`src/rtl/pixel_scanner.sv`:
```
// pixel_scanner: time-multiplexed digit scanner with per-digit enable and
// PWM-style dimming. A prescaler produces one scan tick every TICK_DIV
// clocks. Each enabled digit owns a slot of 2^DIM_BITS ticks. The first tick
// of a slot is always dark, so segment data can settle before the anode is
// driven. After that the anode stays lit while the slot position is at or
// below the live brightness value.
//
// state | meaning
// ------+---------------------------------------------------------------
// IDLE  | no digit enabled; anodes off, sel = 0, waiting for a mask bit
// BLANK | slot tick 0 of the current digit; anodes off (ghosting guard)
// ON    | current digit's anode driven low
// OFF   | remainder of the slot after the lit portion; anodes off

module pixel_scanner #(
   parameter  int NUM_DIGITS = 8,
   parameter  int TICK_DIV   = 100000,
   parameter  int DIM_BITS   = 3,
   localparam int SEL_W      = $clog2(NUM_DIGITS)
) (
   input  logic                  clk,
   input  logic                  reset,
   input  logic [NUM_DIGITS-1:0] en_mask,
   input  logic [DIM_BITS-1:0]   brightness,
   output logic [NUM_DIGITS-1:0] a,
   output logic [SEL_W-1:0]      sel,
   output logic                  frame_start
);

   localparam int                PRE_W     = $clog2(TICK_DIV);
   localparam logic [PRE_W-1:0]  PRE_LAST  = PRE_W'(TICK_DIV - 1);
   localparam logic [DIM_BITS-1:0] SLOT_LAST = '1;

   typedef enum logic [1:0] {
      ST_IDLE  = 2'd0,
      ST_BLANK = 2'd1,
      ST_ON    = 2'd2,
      ST_OFF   = 2'd3
   } state_t;

   logic [PRE_W-1:0]    r_presc;
   state_t              r_state;
   logic [SEL_W-1:0]    r_digit;
   logic [DIM_BITS-1:0] r_slot;
   logic                r_frame;

   logic                w_tick;
   logic                w_any;
   logic [SEL_W-1:0]    w_lowest;
   logic                w_found_above;
   logic [SEL_W-1:0]    w_above;
   logic [DIM_BITS-1:0] w_slot_inc;

   state_t              w_state_nx;
   logic [SEL_W-1:0]    w_digit_nx;
   logic [DIM_BITS-1:0] w_slot_nx;
   logic                w_frame_nx;

   assign w_tick     = (r_presc == PRE_LAST);
   assign w_slot_inc = r_slot + 1'b1;

   // Prescaler: free-running 0..TICK_DIV-1, restarts from 0 on reset.
   always_ff @(posedge clk) begin
      if (reset) begin
         r_presc <= '0;
      end else if (w_tick) begin
         r_presc <= '0;
      end else begin
         r_presc <= r_presc + 1'b1;
      end
   end

   // Lowest enabled digit, and the nearest enabled digit above the current one.
   // Both loops run high-to-low so the last hit is the smallest qualifying index.
   always_comb begin
      w_any         = 1'b0;
      w_lowest      = '0;
      w_found_above = 1'b0;
      w_above       = '0;
      for (int i = NUM_DIGITS - 1; i >= 0; i--) begin
         if (en_mask[i]) begin
            w_any    = 1'b1;
            w_lowest = SEL_W'(i);
         end
      end
      for (int i = NUM_DIGITS - 1; i >= 0; i--) begin
         if (en_mask[i] && (i > int'(r_digit))) begin
            w_found_above = 1'b1;
            w_above       = SEL_W'(i);
         end
      end
   end

   // Next-state logic: everything moves on tick only. Slot end beats the
   // ON->OFF decision. A frame starts whenever the digit index wraps.
   always_comb begin
      w_state_nx = r_state;
      w_digit_nx = r_digit;
      w_slot_nx  = r_slot;
      w_frame_nx = 1'b0;
      if (w_tick) begin
         case (r_state)
            ST_IDLE: begin
               if (w_any) begin
                  w_state_nx = ST_BLANK;
                  w_digit_nx = w_lowest;
                  w_slot_nx  = '0;
                  w_frame_nx = 1'b1;
               end
            end
            ST_BLANK: begin
               w_slot_nx  = DIM_BITS'(1);
               w_state_nx = (brightness != '0) ? ST_ON : ST_OFF;
            end
            ST_ON, ST_OFF: begin
               if (r_slot == SLOT_LAST) begin
                  w_slot_nx = '0;
                  if (!w_any) begin
                     w_state_nx = ST_IDLE;
                     w_digit_nx = '0;
                  end else begin
                     w_state_nx = ST_BLANK;
                     if (w_found_above) begin
                        w_digit_nx = w_above;
                     end else begin
                        w_digit_nx = w_lowest;
                        w_frame_nx = 1'b1;
                     end
                  end
               end else begin
                  w_slot_nx = w_slot_inc;
                  if ((r_state == ST_ON) && (w_slot_inc > brightness)) begin
                     w_state_nx = ST_OFF;
                  end
               end
            end
            default: begin
               w_state_nx = ST_IDLE;
               w_digit_nx = '0;
               w_slot_nx  = '0;
            end
         endcase
      end
   end

   // State, digit, slot and frame-pulse registers.
   always_ff @(posedge clk) begin
      if (reset) begin
         r_state <= ST_IDLE;
         r_digit <= '0;
         r_slot  <= '0;
         r_frame <= 1'b0;
      end else begin
         r_state <= w_state_nx;
         r_digit <= w_digit_nx;
         r_slot  <= w_slot_nx;
         r_frame <= w_frame_nx;
      end
   end

   // Moore output decode: only one anode can ever be low, and only in ON.
   always_comb begin
      a = '1;
      if (r_state == ST_ON) begin
         for (int i = 0; i < NUM_DIGITS; i++) begin
            if (SEL_W'(i) == r_digit) begin
               a[i] = 1'b0;
            end
         end
      end
   end

   assign sel         = r_digit;
   assign frame_start = r_frame;

endmodule

```
`config.mk`:
```
export PLATFORM = sky130hd
export DESIGN_NAME = pixel_scanner
export DESIGN_NICKNAME = d
export VERILOG_FILES = /design/src/rtl/pixel_scanner.sv
export SDC_FILE = /design/constraint.sdc
export NUM_CORES = 1
export LEC_CHECK = 0
export ABC_AREA = 0
export ABC_CLOCK_PERIOD_IN_PS = 2600
export BUFFER_PORTS_ARGS = -buffer_cell sky130_fd_sc_hd__buf_2
export CAP_MARGIN = 20
export CORE_ASPECT_RATIO = 2
export CORE_MARGIN = 2
export CORE_UTILIZATION = 51
export DETAILED_ROUTE_END_ITERATION = 8
export PLACE_DENSITY = 0.73
export SYNTH_ARGS = -nofsm -noshare
export SYNTH_HDL_FRONTEND = slang
export SYNTH_SLANG_ARGS = --single-unit
```
`constraint.sdc`:
```
create_clock -name clk -period 2.6 [get_ports clk]
set_clock_uncertainty 0.1 [all_clocks]
set_input_delay 0.52 -clock clk [delete_from_list [all_inputs] [get_ports clk]]
set_output_delay 0.52 -clock clk [all_outputs]
set_load 0.02 [all_outputs]
```
==> results of run 1 <==
per-stage QoR:
stage                     util [%]  total power, uW  worst slack, ns  hold slack (ns)  instance area [um2]
after floorplan                  -              450            0.643            0.312                 1530
after global placement        57.0              473            0.515            0.321                 1660
after detailed placement      57.0              476            0.419            0.334                 1660
after CTS                     59.5              808            0.343            0.349                 1730
after global routing          59.5              836            0.210            0.372                 1730
final                         59.5              801            0.338            0.348                 1730
worst paths after layout:
path | from | endpoint | depth (start not counted)
max | r_state[1] | a[3] | 4
min | r_presc[0] | r_presc[0] | 1
max reg2reg | r_presc[5] | sel[2] | 6
min reg2reg | r_presc[0] | r_presc[0] | 1
routing by layer:
layer	part of all wire (%)	vias to the layer above
li1	-	733
met1	35	704
met2	58	50
met3	3.7	15
met4	3.1	0
met5	0	-
cell usage in the layout (no fill, tap or decap), types with 3 or more instances in the layout:
master	netlist	layout
dfxtp_1	26	26
buf_2	3	24
nor2_1	23	23
nand2_1	19	19
a21oi_1	15	15
nand3_1	12	12
xor2_1	10	10
and3_1	7	7
nor3_1	7	7
o21ai_0	7	7
inv_1	6	6
nand2b_1	6	6
ha_1	6	6
nor2b_1	5	5
or3_1	4	4
a31oi_1	3	3
a22o_1	3	3
mux2i_1	3	3
clkbuf_8	0	3
layout make-up:
type	count	area share (%)
timing repair buffer	25	7.38
inverter	7	1.52
sequential	26	30.1
clock inverter	1	1.74
multi-input combinational	156	54.7
clock buffer	3	2.39
tap	30	2.17
cell families (layout without fill, tap and decap cells):
family	count (synthesis)	in the layout
xor+xnor	12	12
simple gates	93	93
fa+ha+maj	6	6
buf+inv	13	36
compound gates	42	42
mux	3	3
flops	26	26
state kept, by name (all words and copies together) (netlist names):
register and count:
sel 3, frame_start 1, r_state 2, r_presc 17, r_slot 3
power by group through the flow:
stage               registers (uW)  logic (uW)  clock network [uW]
CTS                            405        62.8                 341
floorplan                      413        37.1                   0
finish                         404        63.9                 332
global route                   405        70.7                 360
detailed placement             414        62.5                   0
global placement               414        59.1                   0
==> results.json, run 1 <==
{
  "antenna_found_initial": 0,
  "fp.dieH_um": 81.4,
  "p_leak_uw": 0.000715,
  "fillers": 290,
  "rrSetupSlack_ns": 0.46,
  "critPathTopFamily": "flip-flops",
  "synth-compound-area-share_pct": 17.7,
  "place.gp.congestion": 0.830,
  "grt_max_degree": 17,
  "synth_top_family_by_area": "simple AND/OR/NAND/NOR gates",
  "cts_resized": 0,
  "cts_root_buffer": "clkbuf_8",
  "required_ns": 1.98,
  "synth_fa_ha_area_share_pct": 4.92,
  "rsz0062_at_grt": "false",
  "sw_frac_of_total_pct": 20.8,
  "die-area_um2": 3470,
  "slew_viol_final": 0,
  "cts_setup_buffers": 0,
  "wire_per_inst_um": 15.0,
  "area_delta_synth_final_pct": 13.3,
  "cp-end-kind": "primary output",
  "drt-initial-drc-count": 42,
  "multi_input_area_um2": 946,
  "use_met3_pct": 3.33,
  "synth_edf_count": 0,
  "setup_viol": 0,
  "synth_most_common_cell": "dfxtp_1",
  "hp-class": "flop to flop",
  "status": "finished, final reports clean",
  "path_buf_inv": 2,
  "start_util_pct": 52.5,
  "top_usage_layer": "met2",
  "synth-seq-area-share_pct": 34.1,
  "syn_avg_cell_area_um2": 7.83,
  "criticalPathCategory": "flop to primary output",
  "num_rows": 28,
  "period_share_pct": 87.0,
  "cts_max_level": 1,
  "ys_seq_elements": 26,
  "track_usage_pct": 23.2,
  "peakVddDrop_mv": 0.420,
  "fin_crit_ns": 2.26,
  "cts_tree": "built",
  "synthMuxAreaShare_pct": 1.97,
  "synthesis.area_um2": 1530,
  "drtAntennaViolNets": 0,
  "grt_pass1_wl_um": 6130,
  "vias_per_cell": 6.06,
  "grt_pass1_vias": 1414,
  "worstPathArrival_ns": 1.64,
  "cts_made_buffers": 3,
  "antenna_cells": 0,
  "grt_overflow": 0,
  "portBuffers": 24,
  "drt-total-wl_um": 3720,
  "synthXorXnorAreaFrac_pct": 6.89,
  "drc_errors": 0,
  "post-place-cells": 244,
  "synthTopCellsByArea": "dfxtp_1 34%, xor2_1 5.7%, nor2_1 5.7%",
  "synthArstFlopShare_pct": 0,
  "max_stage_delay_ns": 0.62,
  "num_io_pins": 25,
  "startpoint_type": "flop",
  "intPower_uw": 634,
  "cts_sinks": 26,
  "finalHoldViolCount": 0,
  "stdcell_count": 248,
  "clk_path_buf_depth": 2,
  "use_met2_pct": 46.4,
  "crit_chain": "inv_1 > nor3_1 > nand3_1 > buf_2",
  "synthDominantCellAreaShare_pct": 34.1,
  "switchingPower_uw": 167,
  "dieWidth_um": 42.7,
  "ys_types": 42,
  "fmax_mhz": 442,
  "p_per_area_nw_per_um2": 463,
  "tightest_slew_ns": 0.500,
  "p_clk_share_pct": 41.5,
  "drv_cap": 0,
  "seq_power_share_pct": 50.5,
  "relSlewSlack_pct": 66.6,
  "clk_pin_slew_ns": 0.09,
  "num_vias": 1502,
  "seqCellArea_um2": 520,
  "core_um2": 2910,
  "synthSimpleGateAreaFrac_pct": 30.5,
  "synthCells": 195,
  "grtUsageMet1_pct": 20.5,
  "yosys-top-cells-count": "26 x dfxtp_1, 23 x nor2_1, 19 x nand2_1, 15 x a21oi_1, 12 x nand3_1",
  "postCtsHoldBufs": 0,
  "yosysTopAreaCell": "dfxtp_1",
  "insertion_delay_ns": 0.27,
  "pwr-share-comb_pct": 8.0,
  "firstDrtPassIters": 6,
  "post-dp-hpwl_um": 2930,
  "syn-num-nets": 214,
  "worstPathMaxFanout": 15,
  "nNetsFinal": 238,
  "synth-main-ff-cell": "dfxtp_1",
  "yosys_warnings": 0,
  "critical_path.slowest_cell": "dfxtp_1",
  "final.setup.tns_ns": 0,
  "final_layout_size_suffix_gt1_share_pct": 15.6
}
(Power assumes the default switching activity.)
==> run 2, diff against run 1 <==
==> config.mk (replaced) <==
export PLATFORM = sky130hd
export DESIGN_NAME = pixel_scanner
export DESIGN_NICKNAME = d
export VERILOG_FILES = /design/src/rtl/pixel_scanner.sv
export SDC_FILE = /design/constraint.sdc
export NUM_CORES = 1
export LEC_CHECK = 0
export ABC_AREA = 1
export ABC_CLOCK_PERIOD_IN_PS = 2600
export BUFFER_PORTS_ARGS = -buffer_cell sky130_fd_sc_hd__clkbuf_2
export CAP_MARGIN = 20
export CORE_ASPECT_RATIO = 2
export CORE_MARGIN = 2
export CORE_UTILIZATION = 51
export DETAILED_ROUTE_END_ITERATION = 8
export GPL_TIMING_DRIVEN = 0
export PLACE_DENSITY = 0.72
export SYNTH_ARGS = -nofsm -noshare
export SYNTH_HDL_FRONTEND = slang
export SYNTH_SLANG_ARGS = --single-unit
==> run 2 against run 1 <==
Effect of this change: setup slack gained 0.070 ns; synthesized cell count is 38% higher; maximum frequency increased by 3.2%; flip-flop and latch count stayed put; cell count up 33%; area after synthesis up 15%; worst hold slack improved by 0.0029 ns; highest routed layer unchanged.
==> results.json, run 2 <==
{
  "seqCellArea_um2": 520,
  "worstPathMaxFanout": 7,
  "drc_errors": 0,
  "largest_reg_flops": 17,
  "required_ns": 1.98,
  "antenna_found_initial": 0,
  "rsz0062_at_grt": "false",
  "final.setup.tns_ns": 0,
  "synth_top_family_by_area": "simple AND/OR/NAND/NOR gates",
  "synthDominantCellAreaShare_pct": 29.5,
  "synthCells": 270,
  "finalHoldViolCount": 0,
  "relSlewSlack_pct": 77.5,
  "fmax_mhz": 456,
  "rrSetupSlack_ns": 0.62,
  "cts_made_buffers": 3,
  "postCtsHoldBufs": 0,
  "drt-initial-drc-count": 21,
  "firstDrtPassIters": 4,
  "cts_resized": 0,
  "startpoint_type": "flop",
  "synth_edf_count": 0,
  "num_vias": 1736,
  "synthMuxAreaShare_pct": 0,
  "synthXorXnorAreaFrac_pct": 0.994,
  "num_rows": 30,
  "syn_avg_cell_area_um2": 6.53,
  "clk_pin_slew_ns": 0.08,
  "synth-seq-area-share_pct": 29.5,
  "synthesis.area_um2": 1760,
  "drtAntennaViolNets": 0,
  "drv_cap": 0,
  "final_cell_mix": "72 x nand2_1, 39 x inv_1, 27 x nor2_1",
  "peakVddDrop_mv": 0.328,
  "cts_sinks": 26,
  "area_delta_synth_final_pct": 12.2,
  "nNetsFinal": 318,
  "fin_crit_ns": 2.19,
  "num_io_pins": 25,
  "worstPathArrival_ns": 1.57,
  "min_path_cells": 2,
  "r2r-start": "r_slot[0]",
  "final_area_um2": 1980,
  "core_um2": 3340,
  "post-dp-hpwl_um": 3370,
  "top_register": "r_presc",
  "cts_root_buffer": "clkbuf_8",
  "synthSimpleGateAreaFrac_pct": 47.1,
  "vias_per_cell": 5.26,
  "ys_types": 32,
  "dieWidth_um": 45.6,
  "hp-class": "input port to flop",
  "setup_viol": 0,
  "grt_pass1_vias": 1594,
  "synth_fa_ha_area_share_pct": 4.26,
  "synthArstFlopShare_pct": 0,
  "portBuffers": 24,
  "ys_seq_elements": 26,
  "p_leak_uw": 0.000901,
  "yosys-top-cells-count": "72 x nand2_1, 39 x inv_1, 27 x nor2_1, 26 x dfxtp_1, 21 x nand3_1",
  "yosysTopAreaCell": "dfxtp_1",
  "synthTopCellsByArea": "dfxtp_1 30%, nand2_1 15%, inv_1 8.3%",
  "cts_setup_buffers": 0,
  "slew_viol_final": 0,
  "tightest_slew_ns": 0.335,
  "die-area_um2": 3970,
  "cp-end-kind": "primary output",
  "yosys_warnings": 0,
  "grt_overflow": 0,
  "p_per_area_nw_per_um2": 364,
  "cts_tree": "built",
  "synth-compound-area-share_pct": 8.02,
  "drt-total-wl_um": 4040,
  "final_common_cell": "nand2_1",
  "synth_most_common_cell": "nand2_1",
  "fp.dieH_um": 87.1,
  "cts_max_level": 1,
  "antenna_cells": 0,
  "criticalPathCategory": "flop to primary output",
  "hold_start": "reset",
  "grt_max_degree": 15,
  "r2r-end": "r_state[0]",
  "place_area_um2": 1920,
  "synth-main-ff-cell": "dfxtp_1",
  "syn-num-nets": 289,
  "place.gp.congestion": 0.851,
  "fillers": 361,
  "track_usage_pct": 22.3,
  "clk_path_buf_depth": 2,
  "period_share_pct": 84.3,
  "multi_input_area_um2": 1060,
  "final_layout_size_suffix_gt1_share_pct": 21.1,
  "grt_pass1_wl_um": 6640,
  "holdPathEnd": "r_slot[2]",
  "r2r_cells": 11,
  "start_util_pct": 52.8,
  "wire_per_inst_um": 12.2,
  "insertion_delay_ns": 0.26,
  "status": "finished, final reports clean"
}
run 2: worst max-delay path by stage:
stage	from	endpoint	slack [ns]	cells past startpoint
after global routing	r_state[1]	a[2]	0.30	6
final	r_state[1]	a[3]	0.41	6
after global placement	r_slot[0]	r_state[0]	0.63	10
after detailed placement	r_slot[0]	r_state[0]	0.63	10
after floorplan	r_slot[0]	r_state[0]	0.77	10
after CTS	r_state[1]	a[3]	0.41	6
run 2: power breakdown:
group          switching (uW)  internal [uW]
Sequential               3.41            402
Combinational            36.0           24.7
Clock                     119            135
run 2: metrics by stage:
step           util [%]  total power [uW]  std cells  hold slack, ns  setup slack, ns
4_1_cts            59.2               733        330           0.348            0.413
2_1_floorplan         -               454        270           0.329            0.771
6_report           59.2               720        330           0.351            0.408
3_3_place_gp       57.6               475        326           0.344            0.633
5_1_grt            59.2               751        330           0.350            0.304
3_5_place_dp       57.6               476        326           0.354            0.630
run 2: layout make-up:
class	instances	area share [%]
clock buffer	4	2.78
sequential	26	26.3
timing repair buffer	24	6.07
inverter	43	8.16
buffer	2	0.822
tap	32	2.02
multi-input combinational	199	53.8
run 2: critical path: stages, from the launching register on:
cell	delay (ns)
dfxtp_1	0.48
inv_2	0.10
nor2_1	0.14
inv_1	0.10
nor2_1	0.23
nand3_1	0.10
clkbuf_2	0.17
run 2: cells by family (layout without fill, tap and decap cells):
| kind of cell | Yosys count | in the layout |
|---|---|---|
| flops | 26 | 26 |
| fa+ha+maj | 6 | 6 |
| buf+inv | 45 | 73 |
| xor+xnor | 2 | 2 |
| simple gates | 165 | 165 |
| compound gates | 26 | 26 |
run 2: routing by layer:
| layer | global-route usage, % | vias to the layer above | share of wire, % |
|---|---|---|---|
| li1 | - | 918 | - |
| met1 | 21.5 | 791 | 37 |
| met2 | 45.6 | 25 | 60 |
| met3 | 1.24 | 2 | 2.0 |
| met4 | 6.42 | 0 | 0.89 |
| met5 | 0 | - | 0 |
